`src/rtl/out_uart_reporter.sv`:
```
// Captures every change of the upstream status byte into a small FIFO and sends each byte as a UART frame on tx.
// Build option: define OUT_UART_PARITY_EN for 8E1 frames (even parity bit between DATA and STOP).
module out_uart_reporter #(
   parameter int CLK_FREQ_HZ = 100000000,
   parameter int BAUD        = 115200,
   parameter int FIFO_DEPTH  = 4
) (
   input  logic                          clk,
   input  logic                          reset,
   input  logic                          enable,
   input  logic [7:0]                    data_in,
   output logic                          tx,
   output logic                          busy,
   output logic                          overflow,
   output logic [$clog2(FIFO_DEPTH):0]   fifo_level
);

   localparam int CLKS_PER_BIT = (CLK_FREQ_HZ + BAUD / 2) / BAUD;
   localparam int CNT_W        = $clog2(CLKS_PER_BIT);
   localparam int PTR_W        = $clog2(FIFO_DEPTH);
   localparam int LVL_W        = PTR_W + 1;
   localparam logic [CNT_W-1:0] CNT_RELOAD = CNT_W'(CLKS_PER_BIT - 1);
   localparam logic [LVL_W-1:0] LVL_FULL   = LVL_W'(FIFO_DEPTH);

`ifdef OUT_UART_PARITY_EN
   typedef enum logic [2:0] {IDLE, START, DATA, STOP, PARITY} state_t;
`else
   typedef enum logic [2:0] {IDLE, START, DATA, STOP} state_t;
`endif

   state_t           state_q, state_d;
   logic [CNT_W-1:0] cnt_q, cnt_d;
   logic [2:0]       bit_idx_q, bit_idx_d;
   logic [7:0]       shift_q, shift_d;
   logic             tx_q, tx_d;
   logic             busy_q, busy_d;
   logic             overflow_q, overflow_d;
   logic [7:0]       prev_q, prev_d;
   logic             prev_valid_q, prev_valid_d;
   logic [PTR_W-1:0] wr_ptr_q, wr_ptr_d;
   logic [PTR_W-1:0] rd_ptr_q, rd_ptr_d;
   logic [LVL_W-1:0] level_q, level_d;
   logic [7:0]       mem_q [FIFO_DEPTH];
   logic [7:0]       mem_d [FIFO_DEPTH];
   logic             push_req, push, pop, full;
   logic [7:0]       head;
`ifdef OUT_UART_PARITY_EN
   logic             parity_q, parity_d;
`endif

   // A full FIFO still accepts a push when the head leaves in the same cycle.
   always_comb begin
      push_req     = enable && (!prev_valid_q || (data_in != prev_q));
      full         = (level_q == LVL_FULL);
      pop          = (state_q == IDLE) && (level_q != '0);
      push         = push_req && (!full || pop);
      head         = mem_q[rd_ptr_q];
      prev_valid_d = enable;
      prev_d       = enable ? data_in : prev_q;
      overflow_d   = overflow_q || (push_req && full && !pop);
      mem_d        = mem_q;
      if (push) begin
         mem_d[wr_ptr_q] = data_in;
      end
      wr_ptr_d = push ? wr_ptr_q + PTR_W'(1) : wr_ptr_q;
      rd_ptr_d = pop  ? rd_ptr_q + PTR_W'(1) : rd_ptr_q;
      level_d  = level_q;
      if (push && !pop) begin
         level_d = level_q + LVL_W'(1);
      end else if (pop && !push) begin
         level_d = level_q - LVL_W'(1);
      end
   end

   always_comb begin
      state_d   = state_q;
      cnt_d     = cnt_q;
      bit_idx_d = bit_idx_q;
      shift_d   = shift_q;
`ifdef OUT_UART_PARITY_EN
      parity_d  = parity_q;
`endif
      case (state_q)
         IDLE: begin
            if (pop) begin
               state_d   = START;
               shift_d   = head;
               cnt_d     = CNT_RELOAD;
               bit_idx_d = 3'd0;
`ifdef OUT_UART_PARITY_EN
               parity_d  = ^head;
`endif
            end
         end
         START: begin
            if (cnt_q == '0) begin
               state_d = DATA;
               cnt_d   = CNT_RELOAD;
            end else begin
               cnt_d = cnt_q - CNT_W'(1);
            end
         end
         DATA: begin
            if (cnt_q == '0) begin
               cnt_d = CNT_RELOAD;
               if (bit_idx_q == 3'd7) begin
`ifdef OUT_UART_PARITY_EN
                  state_d = PARITY;
`else
                  state_d = STOP;
`endif
               end else begin
                  bit_idx_d = bit_idx_q + 3'd1;
                  shift_d   = shift_q >> 1;
               end
            end else begin
               cnt_d = cnt_q - CNT_W'(1);
            end
         end
`ifdef OUT_UART_PARITY_EN
         PARITY: begin
            if (cnt_q == '0) begin
               state_d = STOP;
               cnt_d   = CNT_RELOAD;
            end else begin
               cnt_d = cnt_q - CNT_W'(1);
            end
         end
`endif
         STOP: begin
            if (cnt_q == '0) begin
               state_d = IDLE;
            end else begin
               cnt_d = cnt_q - CNT_W'(1);
            end
         end
         default: state_d = IDLE;
      endcase

      // tx is registered from the current state, so the line trails the FSM by one cycle.
      case (state_q)
         START:   tx_d = 1'b0;
         DATA:    tx_d = shift_q[0];
`ifdef OUT_UART_PARITY_EN
         PARITY:  tx_d = parity_q;
`endif
         default: tx_d = 1'b1;
      endcase
      busy_d = (state_d != IDLE) || (level_d != '0);
   end

   always_ff @(posedge clk or posedge reset) begin
      if (reset) begin
         state_q      <= IDLE;
         cnt_q        <= '0;
         bit_idx_q    <= '0;
         shift_q      <= '0;
         tx_q         <= 1'b1;
         busy_q       <= 1'b0;
         overflow_q   <= 1'b0;
         prev_q       <= '0;
         prev_valid_q <= 1'b0;
         wr_ptr_q     <= '0;
         rd_ptr_q     <= '0;
         level_q      <= '0;
         for (int i = 0; i < FIFO_DEPTH; i++) begin
            mem_q[i] <= '0;
         end
`ifdef OUT_UART_PARITY_EN
         parity_q     <= 1'b0;
`endif
      end else begin
         state_q      <= state_d;
         cnt_q        <= cnt_d;
         bit_idx_q    <= bit_idx_d;
         shift_q      <= shift_d;
         tx_q         <= tx_d;
         busy_q       <= busy_d;
         overflow_q   <= overflow_d;
         prev_q       <= prev_d;
         prev_valid_q <= prev_valid_d;
         wr_ptr_q     <= wr_ptr_d;
         rd_ptr_q     <= rd_ptr_d;
         level_q      <= level_d;
         mem_q        <= mem_d;
`ifdef OUT_UART_PARITY_EN
         parity_q     <= parity_d;
`endif
      end
   end

   assign tx         = tx_q;
   assign busy       = busy_q;
   assign overflow   = overflow_q;
   assign fifo_level = level_q;

endmodule
```
`config.mk`:
```
export PLATFORM = sky130hd
export DESIGN_NAME = out_uart_reporter
export DESIGN_NICKNAME = d
export VERILOG_FILES = /design/src/rtl/out_uart_reporter.sv
export SDC_FILE = /design/constraint.sdc
export NUM_CORES = 1
export LEC_CHECK = 0
export BUFFER_PORTS_ARGS = -buffer_cell sky130_fd_sc_hd__buf_2
export CORE_ASPECT_RATIO = 0.9
export CORE_MARGIN = 10
export CORE_UTILIZATION = 68
export CTS_BUF_LIST = sky130_fd_sc_hd__clkbuf_4
export DETAILED_ROUTE_END_ITERATION = 8
export GPL_TIMING_DRIVEN = 1
export PLACE_DENSITY = 0.87
export SLEW_MARGIN = 25
export SYNTH_ARGS = -nofsm -noshare
export SYNTH_HDL_FRONTEND = slang
export SYNTH_SLANG_ARGS = --single-unit
export TNS_END_PERCENT = 10
```
`constraint.sdc`:
```
create_clock -name clk -period 4 [get_ports clk]
set_input_delay 1 -clock clk [delete_from_list [all_inputs] [get_ports clk]]
set_output_delay 1 -clock clk [all_outputs]
set_load 0.005 [all_outputs]
```
==> metrics list, run 1 <==
- Port buffering added 16 buffers.
* Number of buffers created by CTS: 9
- The area fraction in compound gates after synthesis came to 0.0665.
- Entering global routing, the biggest net connects between 40 and 50 pins.
* Total Die Area: roughly 8600 µm²
* Final period util: 0.718
* Via density per instance: between 5 and 6
- The placed instances occupy a cell area of between 3000 and 4000 µm².
* Number of warnings printed during yosys synthesis: 0
* Violation count after the first detailed-routing iteration: between 100 and 150
- Maximum root-to-sink buffer count: 2
- Total power density per cell area: approximately 660 nW/µm²
- Delay of the slowest cell on the worst path: 0.69 ns
* Number of remaining DRC errors: 0
* Worst slew margin relative to its limit: 0.506
- Final setup vio count: 0
- The routed design has 6.64 mm of wire.
- Clock latency on the worst-skew pair, taken at its later pin, is about 0.42 ns.
- Initial core utilization: 0.696
- Leaving out filler cells and counting taps, the final layout contains ~390.
- The count of nets left with antenna violations once routing finished came out at 0.
* Total number of placement rows: 25
* Max Cap Violations: 0
* Setup bufs post-CTS: 0
- The most numerous cell type found on the critical path is or4_1.
* Post-synthesis adder-cell area fraction: 0.0409
- Via count of the first global-routing pass: approximately 2,400
- The multi-input combinational cells in the finished layout cover a total of 1640 µm².
- Syn Nets: approximately 320
- The critical path is of the input port to flip-flop type.
- Setup repair after global routing missed its margin: false
- Cell area after technology mapping: approximately 3600 µm²
- Simple logic cell fraction of the synthesized area: 0.107
* Count of vias placed by the detailed router: 2,280
- Area used by sequential logic in the layout: between 1500 and 2000 µm²
- In this run, post-CTS repair resized a total of 0 instances.
- After detailed placement, the design holds a cell count of around 370.
- Worst clock skew: around 0.014 ns
- STA classifies the critical path endpoint as a flip-flop.
- The clock tree synthesis step divided the H-tree into 3 levels.
* Kind of launch point of the worst setup path: input port
- For this design, the CTS-stage hold fixing added 0 buffers.
* Top area cells in the synthesized netlist: dfrtp_1 (51%), mux2_2 (11%), mux4_2 (5.0%)
* Mux cell area share after synthesis: 0.197
* Congestion Overflow GR: 0
* Leak pwr: between 1.5 and 2 nW
- In the final routed layout, each cell accounts on average for ~17 µm.
- Counting instances, the worst hold path has a depth of 2.
- Biggest fanout along the worst timing path: 6
* Most repeated cell in the gate-level netlist after synthesis: dfrtp_1
* Number of flops mapped to enable cells by yosys: 0
- The worst-case IR drop observed on VDD is 514 µV.
* Biggest area consumer among synthesized cells: dfrtp_1
* Main combinational cell family by area after synthesis: multiplexers
- For the pin with the worst max-slew slack, the measured transition is approximately 0.74 ns.
- The die is ~97 µm wide.
- After floorplanning, the core was sized to cover slightly above 5000 µm².
* Clock tree from TritonCTS: built
- Traced cell by cell, the critical path runs through buf_2 -> xnor2_1 -> nand4_1 -> or4_1 -> and4_4 -> nor4_2 -> o21ai_1 -> or4_1.
- The first global-routing pass estimated 11.3 mm of wire.
* CP Data Required Time: around 4.3 ns
- Synthesized netlist cell count: about 300
* Overall Global Routing Usage: 0.162
- Counting distinct cell types in the post-synthesis netlist gives between 40 and 50.
- In the final layout, the share of cells above drive strength 1 is 0.274.
* Ports: 17
- The net count of the finished layout is between 300 and 400.
- The final number of max-transition violations came to 0.
- Proportion of synthesized flip-flops having asynchronous set or reset: 1.00
- Worst EP arrival: ~3.2 ns
* Count of cells along the worst register-to-register path: 7
* Sequential element share of the synthesized area: 0.520
- Half-perimeter wire length of the detailed placement result: 4.79 mm
- Global placer's final weighted congestion: ~0.77
- CTS saw between 70 and 80 sinks.
- Number of antenna violations at the first check in global routing: 0
* Highest clock frequency the design can meet: ~0.35 GHz
* Final Hold Violating Endpoints: 0
- Clock-pin slew reported for the worst setup and hold paths after clock tree synthesis: 0.12 ns
- Crit path time final: roughly 2.9 ns
* Clock root cell: clkbuf_4
* Synth top area share: 0.512
- After synthesis the netlist holds a flip-flop and latch count of 75.
- In the synthesized netlist the dominant register cell turns out to be dfrtp_1.
- Crit path max-delay cell type: or4_1
* Hold Path Class: flip-flop to flip-flop
- 0 antenna diodes ended up in the layout.
* Commonest cells in the netlist: dfrtp_1 (74), mux2_2 (35), nand2_1 (23)
* Mean area per synthesized cell: roughly 12 µm²
* Final Instance Area: 3900 µm²
- For this run, the detailed router's first-pass iteration total came to 4.
- After filler insertion, the fill cell instance count of the layout stands at 350.
- Result of the run: completed
* Setup Total Neg Slack: 0 ns
- In this run the vertical extent of the chip is between 80 and 90 µm.
* Fraction of synthesized cell area in xor and xnor cells: 0.0412
* Synthesis-to-layout area growth: 7.89%
[worst max-delay path: cells and delay by family]
kind / cells / cell delay (ns)
buffers and inverters: 1 / 0.14
XOR/XNOR: 1 / 0.18
AO/OA/AOI/OAI: 1 / 0.11
AND/OR/NAND/NOR: 5 / 1.74
[cell type report]
cell class                 instances  area share
sequential                        75       0.482
multi-input combinational        197       0.420
timing repair buffer              19      0.0295
tap                               67      0.0215
clock buffer                      10      0.0193
clock inverter                     6      0.0170
inverter                          11      0.0106
[metal layers]
layer,GRT usage,vias to the layer above,wire length (µm)
met3,0.0456,12,311
met5,0,-,0
li1,-,1087,-
met4,0.0643,0,111
met1,0.186,1129,2900
met2,0.285,52,3320
[where the power goes]
| part | internal, mW | switching, mW |
|---|---|---|
| Sequential | 1.03 | 0.207 |
| Combinational | 0.488 | 0.399 |
| Clock | 0.197 | 0.267 |
| Total | 1.72 | 0.874 |
[through the flow]
| step | worst slack, ns | util | total power [mW] | hold WS (ns) |
|---|---|---|---|---|
| after floorplan | 1.09 | - | 1.90 | 0.450 |
| after global placement | 0.803 | 0.724 | 2.08 | 0.462 |
| after detailed placement | 0.680 | 0.724 | 2.15 | 0.470 |
| after CTS | 1.14 | 0.751 | 2.61 | 0.497 |
| after global routing | 1.09 | 0.751 | 2.78 | 0.522 |
| final | 1.13 | 0.751 | 2.59 | 0.493 |
[cells by family after synthesis]
kind of cell	count (synthesis)
simple gates	74
fa+ha+maj	12
other cells	1
mux	56
flops	75
buf+inv	25
xor+xnor	17
compound gates	37
[state kept, by name, indices dropped and copies added, names as in the netlist]
register	count
state_q	3
busy	1
prev_valid_q	1
bit_idx_q	3
wr_ptr_q	2
mem_q	32
rd_ptr_q	2
tx	1
prev_q	8
overflow	1
fifo_level	3
shift_q	8
cnt_q	10
[layout by cell type, fill, tap and decap left out, types with 3 or more instances in the layout]
master    instances
nor4_1            4
nand2b_1          3
xor2_1            5
nand2_2           4
nand2_1          23
nor3_1            5
inv_1            10
xnor2_1          12
ha_1             11
dfrtp_1          74
mux4_2            8
a21oi_1           7
nor2_1           12
mux2_1            5
nand3_1           5
clkbuf_4         10
o21ai_0          13
a21o_1            3
mux2_2           35
mux2i_1           8
nand4_1           3
buf_2            16
[final timing paths]
| kind | startpoint | end | slack, ns |
|---|---|---|---|
| max in group asynchronous | reset | wr_ptr_q[0] | 2.63 |
| min in group asynchronous | reset | cnt_q[4] | 0.70 |
| min | shift_q[5] | shift_q[5] | 0.49 |
| max reg2reg | prev_q[7] | busy | 1.46 |
| max | data_in[7] | busy | 1.13 |
| min reg2reg | shift_q[5] | shift_q[5] | 0.49 |
Note: power is estimated with default switching activity, not from simulation.
==> inputs of run 2 (changes only) <==
--- a/config.mk
+++ b/config.mk
@@ -5,14 +5,15 @@
 export SDC_FILE = /design/constraint.sdc
 export NUM_CORES = 1
 export LEC_CHECK = 0
+export ABC_AREA = 1
 export BUFFER_PORTS_ARGS = -buffer_cell sky130_fd_sc_hd__buf_2
 export CORE_ASPECT_RATIO = 0.9
 export CORE_MARGIN = 10
-export CORE_UTILIZATION = 68
+export CORE_UTILIZATION = 64
 export CTS_BUF_LIST = sky130_fd_sc_hd__clkbuf_4
 export DETAILED_ROUTE_END_ITERATION = 8
 export GPL_TIMING_DRIVEN = 1
-export PLACE_DENSITY = 0.87
+export PLACE_DENSITY = 0.82
 export SLEW_MARGIN = 25
 export SYNTH_ARGS = -nofsm -noshare
 export SYNTH_HDL_FRONTEND = slang
==> constraint.sdc (replaced) <==
create_clock -name clk -period 3 [get_ports clk]
set_input_delay 0.75 -clock clk [delete_from_list [all_inputs] [get_ports clk]]
set_output_delay 0.75 -clock clk [all_outputs]
set_load 0.005 [all_outputs]
==> run 2 against run 1 <==
Effect of this change:
- synthesized cell count increased by 47%
- total power rose by 32%
- critical path depth stayed put
- register-to-register slack got worse by 0.70 ns
- count of clock-buffer cells in the layout increased by 3
- worst setup slack lost 0.37 ns
- hold slack lost 0.14 ns
- critical path type is now flip-flop to flip-flop
- sequential power grew 27%
- wire length increased by 9.2%
==> metrics list, run 2 <==
- The critical path is of the flip-flop to flip-flop type.
* Setup bufs post-CTS: 0 (unchanged)
- The maximum fanout along the worst path was 6 (unchanged).
- The post-place instance area came to 3870 µm² (+3.1%).
- Post-layout net count: 475 (+42%)
- Power Total: 3.42 mW (+32%)
- The part of the Yosys area used for sequential elements was 0.499 (-0.0204).
* Cell variety after synth: 34 (-28%)
- Setup repair after global routing missed its margin: false
- The buffering stage count on the worst path with inverters included is 2 (+1).
- Largest delay share family, worst path: simple AND/OR/NAND/NOR gates
- The final number of max-transition violations is 0 (unchanged).
* Actual transition at the worst max-transition pin: 0.733 ns (-0.00628 ns)
- Total Die Area: 9350 µm² (+8.3%)
- Kind of launch point of the worst setup path: flip-flop
- The buffer depth of the longest clock path was 2 (unchanged).
- Ports: 17 (unchanged)
- Worst setup EP type: flip-flop
* Vert. Die Dim: 92.7 µm (+4.0%)
* Number of flops mapped to enable cells by yosys: 0 (unchanged)
* Total iterations of the first detailed-routing run: 5 (+1)
- Worst clock skew: 0.00748 ns (-0.00699 ns)
- Hold Path Class: input port to async pin
- Comb pwr share: 0.362 (+0.019)
- Number of antenna violations at the first check in global routing: 0 (unchanged)
* Clock network power share: 0.178 (about the same)
- Number of remaining DRC errors: 0 (unchanged)
- The most common cell in the synthesized netlist is nand2_1.
- Most used cells in the layout excluding fill and tap cells: nand2_1 (96), dfrtp_1 (74), o21ai_0 (62)
- CP Data Required Time: 3.30 ns (-1.00 ns)
- The flow ran to the end, and the final reports show no timing, DRC or antenna violations.
- Clock root cell: clkbuf_4
- The aggregate global routing overflow came to 0 (unchanged).
- Internal power consumption: 2.15 mW (+25%)
* Via density per instance: 5.44 (-8.2%)
- Max reg flops: 32 (unchanged)
* Worst EP arrival: 2.54 ns (-0.63 ns)
- Final period util: 0.747
- The share of post-route cells with drive strength above 1 came to 0.135 (-0.138).
- The first-iteration detailed-routing DRC count came to 150 (+47%).
* Placeable core region: 5690 µm² (+9.6%)
* Total power density per cell area: 853 nW/µm² (+28%)
- The number of instances in the synthesized netlist came to 436 (+47%).
* VDD IR-drop max: 604 µV (+17%)
- Most common library cell in the layout ignoring fill and taps: nand2_1
- Count of cells along the worst register-to-register path: 8 (+1)
- The number of antenna repair diodes was 0 (unchanged).
- The maximum cell stage delay along the critical path is 0.52 ns (-0.17 ns).
- Synth top area share: 0.492 (-0.0201)
- The detailed-placement wirelength estimate came to 5.18 mm (+8.2%).
* # fillers: 412 (+18%)
- The clock insertion delay at the later pin of the skew report came to 0.41 ns (about the same).
* Worst flop-to-flop path startpoint: fifo_level[0]
* Setup slack, reg-to-reg: 0.76 ns (-0.70 ns)
- IO Port Bufs: 16 (unchanged)
- The count of warnings emitted by yosys is 0 (unchanged).
- The post-cts gate resize count was 0 (unchanged).
* Wire length of the first global-routing pass: 12.4 mm (+9.9%)
- The clock transition time at the flip-flop clock pins of the worst setup and hold paths is 0.11 ns (about the same).
- Register share of total power: 0.460 (-0.018)
- Dominant cell type by count on the critical path: inv_1
- Commonest cells in the netlist: nand2_1 (96), dfrtp_1 (74), o21ai_0 (62)
* Number of buffers created by CTS: 9 (unchanged)
- The worst slew margin relative to its limit is 0.507 (about the same).
- The switching fraction of total power was 0.372 (+0.0351).
- The number of clock sinks was 75 (unchanged).
- The proportion of synthesized flip-flops having asynchronous set or reset is 1.00 (unchanged).
* Cell area after technology mapping: 3760 µm² (+4.1%)
- The final number of hold-violating endpoints is 0 (unchanged).
- Highest clock frequency the design can meet: around 0.45 GHz
- DIE WIDTH: 101 µm (+4.1%)
- #FFs+latches synth: 75 (unchanged)
- The largest registers in the layout are mem_q x32, cnt_q x10.
- Walking the worst path, the cells encountered are inv_1 -> ha_1 -> inv_1 -> o211ai_1 -> nand4_1 -> nand2_1 -> xor2_1 -> nand3_1.
- Biggest area consumer among synthesized cells: dfrtp_1
- Leak pwr: 1.93 nW (+15%)
* Synthesis-to-layout area growth: 6.62%
- The max-cap check violation count is 0 (unchanged).
* H-Tree Depth: 3 (unchanged)
- The number of routed nets with antenna violations was 0 (unchanged).
- Leading register cell type out of synthesis: dfrtp_1
- The count of vias placed by the detailed router came to 2,871 (+26%).
* Total number of placement rows: 26 (+4.0%)
* Switching pwr: 1.27 mW (+46%)
* Via count of the first global-routing pass: 2,789 (+16%)
- Largest net degree at the start of global routing: 53 (+26%)
* Crit Reg-Reg Endpoint: busy
* Overall Global Routing Usage: 0.164 (+0.00159)
- The routed design could run at a clock period as short as about 2.2 ns.
- The post-route cell area came to 4010 µm² (+2.9%).
* Post-CTS Hold Buffers: 0 (unchanged)
* Largest reg by FF count: mem_q
- The net count after synthesis came to 458 (+44%).
- The initial cell density of the core was 0.661 (-0.0352).
- By area the synthesized netlist is led by dfrtp_1 (49%), nand2_1 (9.6%), o21ai_0 (8.3%).
* Crit path max-delay cell type: o211ai_1
* Final setup vio count: 0 (unchanged)
- Setup Total Neg Slack: 0 ns (unchanged)
* Mean routed wirelength per cell: 13.7 µm (-20%)
- The last weighted congestion value of the routability-driven placer is 0.810 (+5.6%).
- The post-synthesis average cell area is 8.63 µm² (-29%).
- The total wire length after detailed routing was 7.25 mm (+9.2%).
- Clock tree from TritonCTS: built
## run 2: cell types whose count changed after synthesis, moves of 12 or more
| cell | delta |
|---|---|
| o21ai_0 | +49 |
| mux2_2 | -25 |
| nand2_1 | +73 |
| inv_1 | +46 |
| xnor2_1 | -12 |
| o21a_1 | +13 |
## run 2: cell families after synthesis
logic type,count (synthesis),share of synthesized area
and+or+nand+nor,154,0.181
AOI/OAI and AO/OA,103,0.150
DFF,75,0.499
buffers and inverters,75,0.0852
adders and majority gates,11,0.0366
muxes,10,0.0299
xor gates and xnor gates,7,0.0163
other,1,0.000997
## run 2: power groups by stage
stage / Sequential (mW) / Combinational, mW / Clock, mW
floorplan: 1.52 / 0.993 / 0
global placement: 1.57 / 1.18 / 0
detailed placement: 1.59 / 1.23 / 0
CTS: 1.57 / 1.24 / 0.631
global route: 1.61 / 1.43 / 0.668
finish: 1.57 / 1.24 / 0.608
## run 2: layout make-up
cell class                 instances  area (µm²)  share of cell area
inverter                          63         238              0.0593
multi-input combinational        286        1560               0.390
timing repair buffer              18         108              0.0268
sequential                        75        1880               0.468
tap                               70        87.6              0.0218
clock buffer                      13        97.6              0.0243
clock inverter                     3        38.8             0.00967
## run 2: worst max path at each step
stage | to | depth (start not counted) | slack (ns) | start
floorplan | bit_idx_q[0] | 1 | 0.34 | reset
CTS | busy | 8 | 0.76 | fifo_level[0]
finish | busy | 8 | 0.76 | fifo_level[0]
global placement | mem_q[25] | 9 | 0.74 | data_in[0]
detailed placement | mem_q[26] | 9 | 0.70 | data_in[0]
global route | busy | 8 | 0.60 | fifo_level[0]
## run 2: layer usage
metal	up-vias	wire length (µm)	GRT usage
li1	1443	-	-
met1	1348	3550	0.217
met2	70	3220	0.244
met3	10	361	0.0468
met4	0	113	0.0718
met5	-	0	0
## run 2: through the flow
step | utilization | hold slack (ns) | std cells | setup slack (ns)
global route | 0.704 | 0.354 | 528 | 0.604
global placement | 0.680 | 0.468 | 512 | 0.736
floorplan | - | 0.444 | 436 | 0.342
finish | 0.704 | 0.348 | 528 | 0.758
detailed placement | 0.680 | 0.467 | 512 | 0.695
CTS | 0.704 | 0.340 | 528 | 0.763
==> inputs of run 3 (changes only) <==
--- a/config.mk
+++ b/config.mk
@@ -9,11 +9,11 @@
 export BUFFER_PORTS_ARGS = -buffer_cell sky130_fd_sc_hd__buf_2
 export CORE_ASPECT_RATIO = 0.9
 export CORE_MARGIN = 10
-export CORE_UTILIZATION = 64
+export CORE_UTILIZATION = 57
 export CTS_BUF_LIST = sky130_fd_sc_hd__clkbuf_4
 export DETAILED_ROUTE_END_ITERATION = 8
 export GPL_TIMING_DRIVEN = 1
-export PLACE_DENSITY = 0.82
+export PLACE_DENSITY = 0.78
 export SLEW_MARGIN = 25
 export SYNTH_ARGS = -nofsm -noshare
 export SYNTH_HDL_FRONTEND = slang
==> constraint.sdc (replaced) <==
create_clock -name clk -period 1.92 [get_ports clk]
set_input_delay 0.48 -clock clk [delete_from_list [all_inputs] [get_ports clk]]
set_output_delay 0.48 -clock clk [all_outputs]
set_load 0.005 [all_outputs]
==> run 3 against run 2 <==
Effect of this change:
- total power increased by 56%
- utilization fell by 5.7 points
- first-iteration DRC count fell by 6.0%
- clock power is 35% higher
- flip-flop and latch count unchanged
- final area rose by 4.6%
==> metrics list, run 3 (same netlist as run 2, synthesis figures left out) <==
- H-Tree Depth: 3 (unchanged)
- Placed Cells: 548 (+7.0%)
- The number of nets at the end of the flow was 495 (+4.2%).
* Leak pwr: 2.01 nW (+4.2%)
- Largest delay share family, worst path: simple AND/OR/NAND/NOR gates
- The die height is 97.1 µm (+4.7%).
- Worst-skew pair later-pin latency: 0.42 ns (about the same)
* Final setup vio count: 0 (unchanged)
* Crit path time final: 1.82 ns (-0.420 ns)
- Fin. max-slew vios: 0 (unchanged)
- The average vias per placed instance came to 5.05 (-7.2%).
- The maximum cell stage delay along the critical path is 0.43 ns (-0.09 ns).
* Biggest fanout along the worst timing path: 5 (-1)
- Crit path max-delay cell type: dfrtp_1
- Chain of cells forming the critical path: inv_2 -> ha_2 -> inv_1 -> o211ai_1 -> buf_4 -> nand4_1 -> nand2_1 -> xor2_1 -> nand3_1
- The final critical-path share of the clock period was 0.949 (+0.202).
- Congestion Overflow GR: 0 (unchanged)
- The number of iterations in the first detailed-routing pass came to 4 (-1).
* Largest reg by FF count: mem_q
- Synthesis-to-layout area growth: 11.5%
- The via count of the first global-routing pass is 2,774 (-0.54%).
* Logic depth of the worst setup path including buffers: 9 (+1)
- Placeable core region: 6480 µm² (+14%)
- Hold Path Class: input port to async pin
* Number of antenna violations at the first check in global routing: 0 (unchanged)
- Clock tree from TritonCTS: built
- Global placer's final weighted congestion: 0.825 (+2.0%)
* DIE WIDTH: 106 µm (+4.8%)
- Power Total: 5.34 mW (+56%)
- The transition time at the pin with the least slew margin came to 0.553 ns (-0.180 ns).
- The flow ran to the end, and the final reports show no timing, DRC or antenna violations.
- Number of buffers and inverters on the critical path: 3 (+1)
- Count of vias placed by the detailed router: 2,867 (-0.14%)
- Largest net degree at the start of global routing: 62 (+17%)
* Total Die Area: 10,300 µm² (+9.7%)
* Mean routed wirelength per cell: 13.2 µm (-4.1%)
- Worst EP arrival: 2.13 ns (-0.41 ns)
* CP Data Required Time: 2.23 ns (-1.07 ns)
* Violation count after the first detailed-routing iteration: 141 (-6.0%)
* VDD IR-drop max: 774 µV (+28%)
- Share of post-route cells with drive strength above 1: 0.188 (+0.0529)
- Worst slew margin relative to its limit: 0.631 (+0.125)
- Clock root cell: clkbuf_4
- Maximum root-to-sink buffer count: 2 (unchanged)
- Crit Path Class: flip-flop to flip-flop
- The number of flip-flops in the largest register was 32 (unchanged).
* Post-CTS Hold Buffers: 0 (unchanged)
- Total number of placement rows: 28 (+7.7%)
- The post-route clock skew came to 0.00901 ns (+0.00153 ns).
* Worst setup EP type: flip-flop
* TritonCTS Sinks: 75 (unchanged)
* Number of routed nets with antenna violations: 0 (unchanged)
* Total power density per cell area: 1270 nW/µm² (+49%)
- IO Port Bufs: 16 (unchanged)
- The largest registers in the layout are mem_q x32, cnt_q x10.
* Final Hold Violating Endpoints: 0 (unchanged)
- The total CTS buffers came to 9 (unchanged).
- Wire length of the first global-routing pass: 12.7 mm (+2.2%)
* Max Cap Violations: 0 (unchanged)
- Ports: 17 (unchanged)
* Half-perimeter wire length of the detailed placement result: 5.48 mm (+5.8%)
* Total wire length after detailed routing: 7.48 mm (+3.1%)
- The peak clock frequency supported by timing was 0.549 GHz (+23%).
* # fillers: 529 (+28%)
- Most common library cell in the layout ignoring fill and taps: nand2_1
- The overall fraction of global-route tracks in use was 0.150 (-0.0135).
- The number of cells on the worst reg-to-reg path came to 9 (+1).
* Non-filler cells in the finished layout: 568 (+7.6%)
* Most used cells in the layout excluding fill and tap cells: nand2_1 (94), dfrtp_1 (74), o21ai_0 (62)
- Setup repair after global routing missed its margin: true
- Kind of launch point of the worst setup path: flip-flop
- Initial core utilization: 0.580 (-0.0804)
- The clock transition time at the flip-flop clock pins of the worst setup and hold paths is 0.11 ns (about the same).
- Number of remaining DRC errors: 0 (unchanged)
- The core occupancy in the finished layout was 0.647 (-0.0573).
- The number of antenna repair diodes was 0 (unchanged).
## run 3: cell types whose count changed in the layout (fill, tap and decap cells not counted), moves of 2 or more
cell,previous run,this run
buf_4,1,21
nand2_2,4,6
inv_1,56,53
nand2_1,96,94
## run 3: area by class of cell
type	count	area (µm²)	area share
multi-input combinational	286	1590	0.379
tap	90	113	0.0268
clock inverter	4	17.5	0.00418
inverter	63	248	0.0591
sequential	75	1880	0.448
timing repair buffer	38	258	0.0615
clock buffer	12	90.1	0.0215
## run 3: routing by layer
| layer | vias up | GRT usage | share of wire |
|---|---|---|---|
| li1 | 1478 | - | - |
| met1 | 1331 | 0.203 | 0.50 |
| met2 | 49 | 0.225 | 0.45 |
| met3 | 9 | 0.0351 | 0.038 |
| met4 | 0 | 0.0666 | 0.011 |
| met5 | - | 0 | 0 |
## run 3: power breakdown
group | leakage [nW] | internal (mW) | switching (mW) | total (mW)
Combinational | 1.06 | 0.890 | 1.13 | 2.02
Clock | 0.0662 | 0.299 | 0.524 | 0.823
Sequential | 0.881 | 2.13 | 0.365 | 2.49
## run 3: path summary, 6_finish.rpt
| path | start | endpoint | slack [ns] |
|---|---|---|---|
| worst min register to register | state_q[2] | state_q[0] | 0.49 |
| worst max register to register | fifo_level[0] | busy | 0.1 |
| worst max-delay path | fifo_level[0] | busy | 0.1 |
| worst min-delay path | reset | shift_q[5] | 0.02 |
| max in group asynchronous | reset | prev_q[3] | 1.30 |
| min in group clk | data_in[7] | prev_q[7] | 0.31 |
## run 3: repair_timing
| item | in CTS | in global routing |
|---|---|---|
| setup buffers | 2 | 2 |
| endpoints found under the hold margin | 0 | 0 |
| gates resized for setup | 0 | 13 |
| pin swaps | 2 | 5 |
| setup endpoints to repair | 1 | 22 |
## run 3: stage by stage
stage                     area, µm²  setup TNS [ns]  hold slack [ns]  setup WS, ns
after floorplan                3760               0            0.444         0.155
after global placement         4020               0            0.456        0.0432
after detailed placement       4020        -0.00268            0.470      -0.00268
after CTS                      4150               0           0.0176        0.0717
after global routing           4190         -0.0583           0.0249       -0.0353
final                          4190               0           0.0153        0.0982
